$ cat src/rtl/cprv_decode_stage.sv
// RV64I decode stage: decode, immediates, operand read, pending-write scoreboard, valid/ready EX register.
// Optional write-back bypass into operands and hazard check: define CPRV_ID_WB_BYPASS_EN.
module cprv_decode_stage #(
  parameter int INSTR_WIDTH = 32,
  parameter int DATA_WIDTH  = 64,
  parameter int IMM_WIDTH   = 64,
  parameter int PC_WIDTH    = 64
) (
  input  logic                   clk,
  input  logic                   rst_n,
  input  logic                   valid_id_i,
  output logic                   ready_id_o,
  input  logic [INSTR_WIDTH-1:0] instr_data_id_i,
  input  logic [PC_WIDTH-1:0]    pc_id_i,
  input  logic                   flush_i,
  output logic                   valid_ex_o,
  input  logic                   ready_ex_i,
  output logic [DATA_WIDTH-1:0]  rs1_data_ex_o,
  output logic [DATA_WIDTH-1:0]  rs2_data_ex_o,
  output logic [IMM_WIDTH-1:0]   imm_data_ex_o,
  output logic [PC_WIDTH-1:0]    pc_ex_o,
  output logic [4:0]             rd_addr_ex_o,
  output logic                   rd_en_ex_o,
  output logic [6:0]             opcode_ex_o,
  output logic [2:0]             funct3_ex_o,
  output logic [6:0]             funct7_ex_o,
  output logic                   mem_r_en_ex_o,
  output logic                   mem_w_en_ex_o,
  output logic                   illegal_ex_o,
  output logic [4:0]             rs1_addr_wb_o,
  output logic [4:0]             rs2_addr_wb_o,
  input  logic [DATA_WIDTH-1:0]  rs1_data_wb_i,
  input  logic [DATA_WIDTH-1:0]  rs2_data_wb_i,
  input  logic                   wb_en_i,
  input  logic [4:0]             wb_addr_i,
  input  logic [DATA_WIDTH-1:0]  wb_data_i
);

  localparam logic [6:0] OPC_LOAD      = 7'b0000011;
  localparam logic [6:0] OPC_OP_IMM    = 7'b0010011;
  localparam logic [6:0] OPC_AUIPC     = 7'b0010111;
  localparam logic [6:0] OPC_OP_IMM_32 = 7'b0011011;
  localparam logic [6:0] OPC_STORE     = 7'b0100011;
  localparam logic [6:0] OPC_OP        = 7'b0110011;
  localparam logic [6:0] OPC_LUI       = 7'b0110111;
  localparam logic [6:0] OPC_OP_32     = 7'b0111011;
  localparam logic [6:0] OPC_BRANCH    = 7'b1100011;
  localparam logic [6:0] OPC_JALR      = 7'b1100111;
  localparam logic [6:0] OPC_JAL       = 7'b1101111;

  logic [31:0] instr;
  logic [6:0]  opcode;
  logic [4:0]  rd_addr, rs1_addr, rs2_addr;
  logic        rd_en_dec, rs1_used, rs2_used, mem_r_dec, mem_w_dec, illegal_dec;
  logic [31:0] imm32;
  logic [IMM_WIDTH-1:0] imm_ext;
  logic [31:0] pending, pending_next;
  logic        hazard, cke, take;
  logic        byp1, byp2;
  logic [DATA_WIDTH-1:0] rs1_op, rs2_op;

  assign instr    = instr_data_id_i[31:0];
  assign opcode   = instr[6:0];
  assign rd_addr  = instr[11:7];
  assign rs1_addr = instr[19:15];
  assign rs2_addr = instr[24:20];
  assign rs1_addr_wb_o = rs1_addr;
  assign rs2_addr_wb_o = rs2_addr;

  // Full 7-bit opcode compare also rejects encodings whose low two bits are not 2'b11.
  always_comb begin
    rd_en_dec   = 1'b0;
    rs1_used    = 1'b0;
    rs2_used    = 1'b0;
    mem_r_dec   = 1'b0;
    mem_w_dec   = 1'b0;
    illegal_dec = 1'b0;
    imm32       = 32'd0;
    case (opcode)
      OPC_OP, OPC_OP_32: begin
        rd_en_dec = 1'b1;
        rs1_used  = 1'b1;
        rs2_used  = 1'b1;
      end
      OPC_OP_IMM, OPC_OP_IMM_32, OPC_JALR: begin
        rd_en_dec = 1'b1;
        rs1_used  = 1'b1;
        imm32     = {{20{instr[31]}}, instr[31:20]};
      end
      OPC_LOAD: begin
        rd_en_dec = 1'b1;
        rs1_used  = 1'b1;
        mem_r_dec = 1'b1;
        imm32     = {{20{instr[31]}}, instr[31:20]};
      end
      OPC_STORE: begin
        rs1_used  = 1'b1;
        rs2_used  = 1'b1;
        mem_w_dec = 1'b1;
        imm32     = {{20{instr[31]}}, instr[31:25], instr[11:7]};
      end
      OPC_BRANCH: begin
        rs1_used = 1'b1;
        rs2_used = 1'b1;
        imm32    = {{19{instr[31]}}, instr[31], instr[7], instr[30:25], instr[11:8], 1'b0};
      end
      OPC_LUI, OPC_AUIPC: begin
        rd_en_dec = 1'b1;
        imm32     = {instr[31:12], 12'd0};
      end
      OPC_JAL: begin
        rd_en_dec = 1'b1;
        imm32     = {{11{instr[31]}}, instr[31], instr[19:12], instr[20], instr[30:21], 1'b0};
      end
      default: illegal_dec = 1'b1;
    endcase
    if (rd_addr == 5'd0) rd_en_dec = 1'b0;
  end

  assign imm_ext = {{(IMM_WIDTH-32){imm32[31]}}, imm32};

`ifdef CPRV_ID_WB_BYPASS_EN
  // A write-back landing this cycle both supplies the operand and releases the hazard.
  assign byp1   = wb_en_i && (wb_addr_i == rs1_addr) && (rs1_addr != 5'd0) && rs1_used;
  assign byp2   = wb_en_i && (wb_addr_i == rs2_addr) && (rs2_addr != 5'd0) && rs2_used;
  assign rs1_op = byp1 ? wb_data_i : rs1_data_wb_i;
  assign rs2_op = byp2 ? wb_data_i : rs2_data_wb_i;
`else
  logic unused_wb_data;
  assign unused_wb_data = ^wb_data_i;
  assign byp1   = 1'b0;
  assign byp2   = 1'b0;
  assign rs1_op = rs1_data_wb_i;
  assign rs2_op = rs2_data_wb_i;
`endif

  assign hazard = (rs1_used & pending[rs1_addr] & ~byp1) |
                  (rs2_used & pending[rs2_addr] & ~byp2);
  assign cke        = ~valid_ex_o | ready_ex_i;
  assign ready_id_o = flush_i | (cke & ~hazard);
  assign take       = valid_id_i & ready_id_o & ~flush_i;

  // Clear from write-back first so a same-cycle set of the same register wins.
  always_comb begin
    pending_next = pending;
    if (wb_en_i) pending_next[wb_addr_i] = 1'b0;
    if (take && rd_en_dec) pending_next[rd_addr] = 1'b1;
    pending_next[0] = 1'b0;
  end

  always_ff @(posedge clk) begin
    if (!rst_n) pending <= 32'd0;
    else        pending <= pending_next;
  end

  always_ff @(posedge clk) begin
    if (!rst_n) begin
      valid_ex_o    <= 1'b0;
      rs1_data_ex_o <= '0;
      rs2_data_ex_o <= '0;
      imm_data_ex_o <= '0;
      pc_ex_o       <= '0;
      rd_addr_ex_o  <= 5'd0;
      rd_en_ex_o    <= 1'b0;
      opcode_ex_o   <= 7'd0;
      funct3_ex_o   <= 3'd0;
      funct7_ex_o   <= 7'd0;
      mem_r_en_ex_o <= 1'b0;
      mem_w_en_ex_o <= 1'b0;
      illegal_ex_o  <= 1'b0;
    end else begin
      if (flush_i)  valid_ex_o <= 1'b0;
      else if (cke) valid_ex_o <= take;
      if (cke) begin
        rs1_data_ex_o <= rs1_op;
        rs2_data_ex_o <= rs2_op;
        imm_data_ex_o <= imm_ext;
        pc_ex_o       <= pc_id_i;
        rd_addr_ex_o  <= rd_addr;
        rd_en_ex_o    <= rd_en_dec;
        opcode_ex_o   <= opcode;
        funct3_ex_o   <= instr[14:12];
        funct7_ex_o   <= instr[31:25];
        mem_r_en_ex_o <= mem_r_dec;
        mem_w_en_ex_o <= mem_w_dec;
        illegal_ex_o  <= illegal_dec;
      end
    end
  end

endmodule
$ cat config.mk
export PLATFORM = sky130hd
export DESIGN_NAME = cprv_decode_stage
export DESIGN_NICKNAME = d
export VERILOG_FILES = /design/src/rtl/cprv_decode_stage.sv
export SDC_FILE = /design/constraint.sdc
export NUM_CORES = 1
export LEC_CHECK = 0
export ABC_CLOCK_PERIOD_IN_PS = 4810
export BUFFER_PORTS_ARGS = -buffer_cell sky130_fd_sc_hd__buf_2
export CORE_AREA = 2 2 232 234
export CTS_CLUSTER_DIAMETER = 50
export DETAILED_ROUTE_END_ITERATION = 6
export DIE_AREA = 0 0 234 236
export MAX_ROUTING_LAYER = met4
export PLACE_DENSITY_LB_ADDON = 0.05
export SLEW_MARGIN = 20
export SYNTH_ARGS = -nofsm -noshare
export SYNTH_HDL_FRONTEND = slang
export SYNTH_SLANG_ARGS = --single-unit
$ cat constraint.sdc
create_clock -name clk -period 4.81 [get_ports clk]
set_clock_uncertainty 0.15 [all_clocks]
set_input_delay 0 -clock clk [delete_from_list [all_inputs] [get_ports clk]]
set_output_delay 0 -clock clk [all_outputs]
set_load 0.05 [all_outputs]
==> impl_metrics.json <==
{
  "outcome": "completed",
  "hold_violations": 0,
  "worst_pin_slew_ns": 1.04,
  "fmax_mhz": 328,
  "dpl_cell_area_sq_um": 15100,
  "ios": 593,
  "die_x_um": 234,
  "clock_latency_ns": 0.56,
  "die_area_sq_um": 55200,
  "vias_per_cell": 4.32,
  "drt-met1-wl_um": 22600,
  "totalWireLength_um": 51800,
  "reg2reg_setup_slack_ns": 2.08,
  "met3_length_um": 3990,
  "ys_seq_area_frac": 0.464,
  "syn_area_sq_um": 12200,
  "htreeDepth": 2,
  "grt_util_all_layers": 0.185,
  "synth_warnings": 0,
  "drc": 0,
  "hold_path_class": "in2reg",
  "synth_top_flop_cell": "dfxtp_1",
  "end_kind": "flop",
  "yosys.area.top_type": "dfxtp_1",
  "worstPathMaxFanout": 14,
  "min-delay-start": "wb_en_i",
  "async_flop_share": 0,
  "portBuffers": 528,
  "synth_cell_types": 55,
  "yosys.area.top_type_share": 0.464,
  "power_per_cell_area_nw_per_um2": 348,
  "synth_edf_count": 0,
  "stdcell_area_sq_um": 20200,
  "ant_nets": 0,
  "clock-root-buffer": "clkbuf_16",
  "rows": 85,
  "power.leakage_uw": 0.00934,
  "timing.final.crit_share": 0.635,
  "start_util": 0.229,
  "fin_setup_tns_ns": 0,
  "clock_sinks": 282,
  "wl_per_cell_um": 17.5,
  "drt_first_pass_iters": 5,
  "grt_overflow": 0,
  "dpl.hpwl_um": 34400,
  "maxCapViolCount": 0,
  "gp_congestion": 0.757,
  "hold_depth": 4,
  "worstSetupPathType": "in2reg",
  "grt_pass1_wl_um": 76500,
  "r2r_cells": 6,
  "area_growth_pct": 65.9,
  "finalPower_uw": 7030,
  "synth_seq_cells": 282,
  "wl_met2_um": 23800,
  "whs_ns": 0.0601,
  "timing.rr.end": "valid_ex_o",
  "drive_above_1_share": 0.300,
  "slew-limit-headroom": 0.304,
  "min_to": "pending[8]",
  "cts_made_buffers": 46,
  "avgSynthCellArea_sq_um": 8.49,
  "syn_inst": 1431,
  "synth_common_cells": "nand2_1, dfxtp_1, a21boi_0",
  "arrival_ns": 3.41,
  "synth_nets": 1730,
  "core_area_sq_um": 53100,
  "highest_layer": "met4",
  "antenna_found_initial": 2,
  "utilization": 0.380,
  "fin_crit_ns": 3.05,
  "grt_max_degree": 161,
  "nNetsFinal": 2521,
  "r2r-start": "pending[7]",
  "setup_violations": 0,
  "fp.dieH_um": 236,
  "setup.worst_path.start_class": "input pin",
  "first_iter_violations": 424,
  "ir_drop_v": 0.000207,
  "synthTopCellsByArea": "dfxtp_1, nand2_1, a21boi_0",
  "vias": 12800,
  "cts.clk_slew.worst_paths_ns": 0.05,
  "ctsResizeCount": 0,
  "synth_most_common_cell": "nand2_1",
  "finalMaxSlewViolations": 0,
  "rsz0062_at_grt": "false",
  "required_ns": 5.17,
  "grt_pass1_vias": 12700,
  "cts_tree": "done",
  "clock_path_buffers": 3
}
critical path, cell delays in order:
cell           delay, ns
dlygate4sd3_1       0.54
buf_2               0.28
nor2b_1             0.34
a31oi_1             0.15
nor3_2              0.69
nand2_1             0.12
dlygate4sd3_1       0.60
a21oi_1             0.13
dlygate4sd3_1       0.55
sequential cells by signal (all words and copies together) (netlist names):
register / flops
rs1_data_ex_o: 64
pc_ex_o: 64
mem_w_en_ex_o: 1
pending: 31
rs2_data_ex_o: 64
funct3_ex_o: 3
valid_ex_o: 1
mem_r_en_ex_o: 1
rd_addr_ex_o: 5
opcode_ex_o: 7
rd_en_ex_o: 1
imm_data_ex_o: 32
funct7_ex_o: 7
illegal_ex_o: 1
logic make-up after synthesis:
kind of cell	synth area share
AND/OR/NAND/NOR	0.202
flip-flops	0.464
multiplexers	0.0342
AO/OA/AOI/OAI	0.232
buffers and inverters	0.0671
worst max-delay path by stage:
stage,startpoint,cells past startpoint,slack (ns),endpoint
finish,instr_data_id_i[3],9,1.76,imm_data_ex_o[13]
global route,instr_data_id_i[3],9,1.59,imm_data_ex_o[12]
floorplan,pending[28],6,2.25,ready_id_o
CTS,instr_data_id_i[17],8,1.77,ready_id_o
global placement,instr_data_id_i[17],7,2.18,pending[31]
detailed placement,instr_data_id_i[17],7,2.17,pending[31]
report_power, final:
part           internal [uW]  leakage (uW)  switching, uW
Combinational            454       0.00628            828
Sequential              2460       0.00233           55.9
Clock                   2000      0.000728           1230
per-stage QoR:
step                      instances  worst slack [ns]
after floorplan                1431              2.25
after global placement         2513              2.18
after detailed placement       2513              2.17
after CTS                      2952              1.77
after global routing           2954              1.59
final                          2954              1.76
layout make-up:
class | count | area (sq um)
well taps | 696 | 871
clock inverters | 21 | 188
fillers | 5548 | 32900
flip-flops and latches | 282 | 5650
multi-input cells | 987 | 5770
diodes | 2 | 5.00
inverters | 4 | 15.0
repair buffers | 901 | 6380
clock buffers | 61 | 1300
placed cells by master (no fill, tap or decap), types with 22 or more instances in the layout:
| cell type | Yosys | final |
|---|---|---|
| a21boi_0 | 222 | 222 |
| dfxtp_1 | 282 | 282 |
| dlygate4sd3_1 | 0 | 357 |
| o211ai_1 | 32 | 32 |
| nor2_1 | 36 | 36 |
| clkbuf_16 | 0 | 47 |
| o21ai_0 | 22 | 22 |
| buf_2 | 4 | 527 |
| nand3_1 | 45 | 45 |
| o31ai_2 | 30 | 30 |
| nand2_1 | 469 | 469 |
what timing repair did:
item | 4_1_cts | 5_1_grt
endpoints found under the hold margin | 282 | 0
setup buffers | 0 | 0
endpoints found under the setup margin | 0 | 0
hold buffers | 357 | 0
metal layers:
metal  global-route usage  vias up
met1                0.222     5901
met2                0.296      386
met5                    -        -
met3               0.0554       79
li1                     -     6389
met4               0.0596        0
Note: power is estimated with default switching activity, not from simulation.
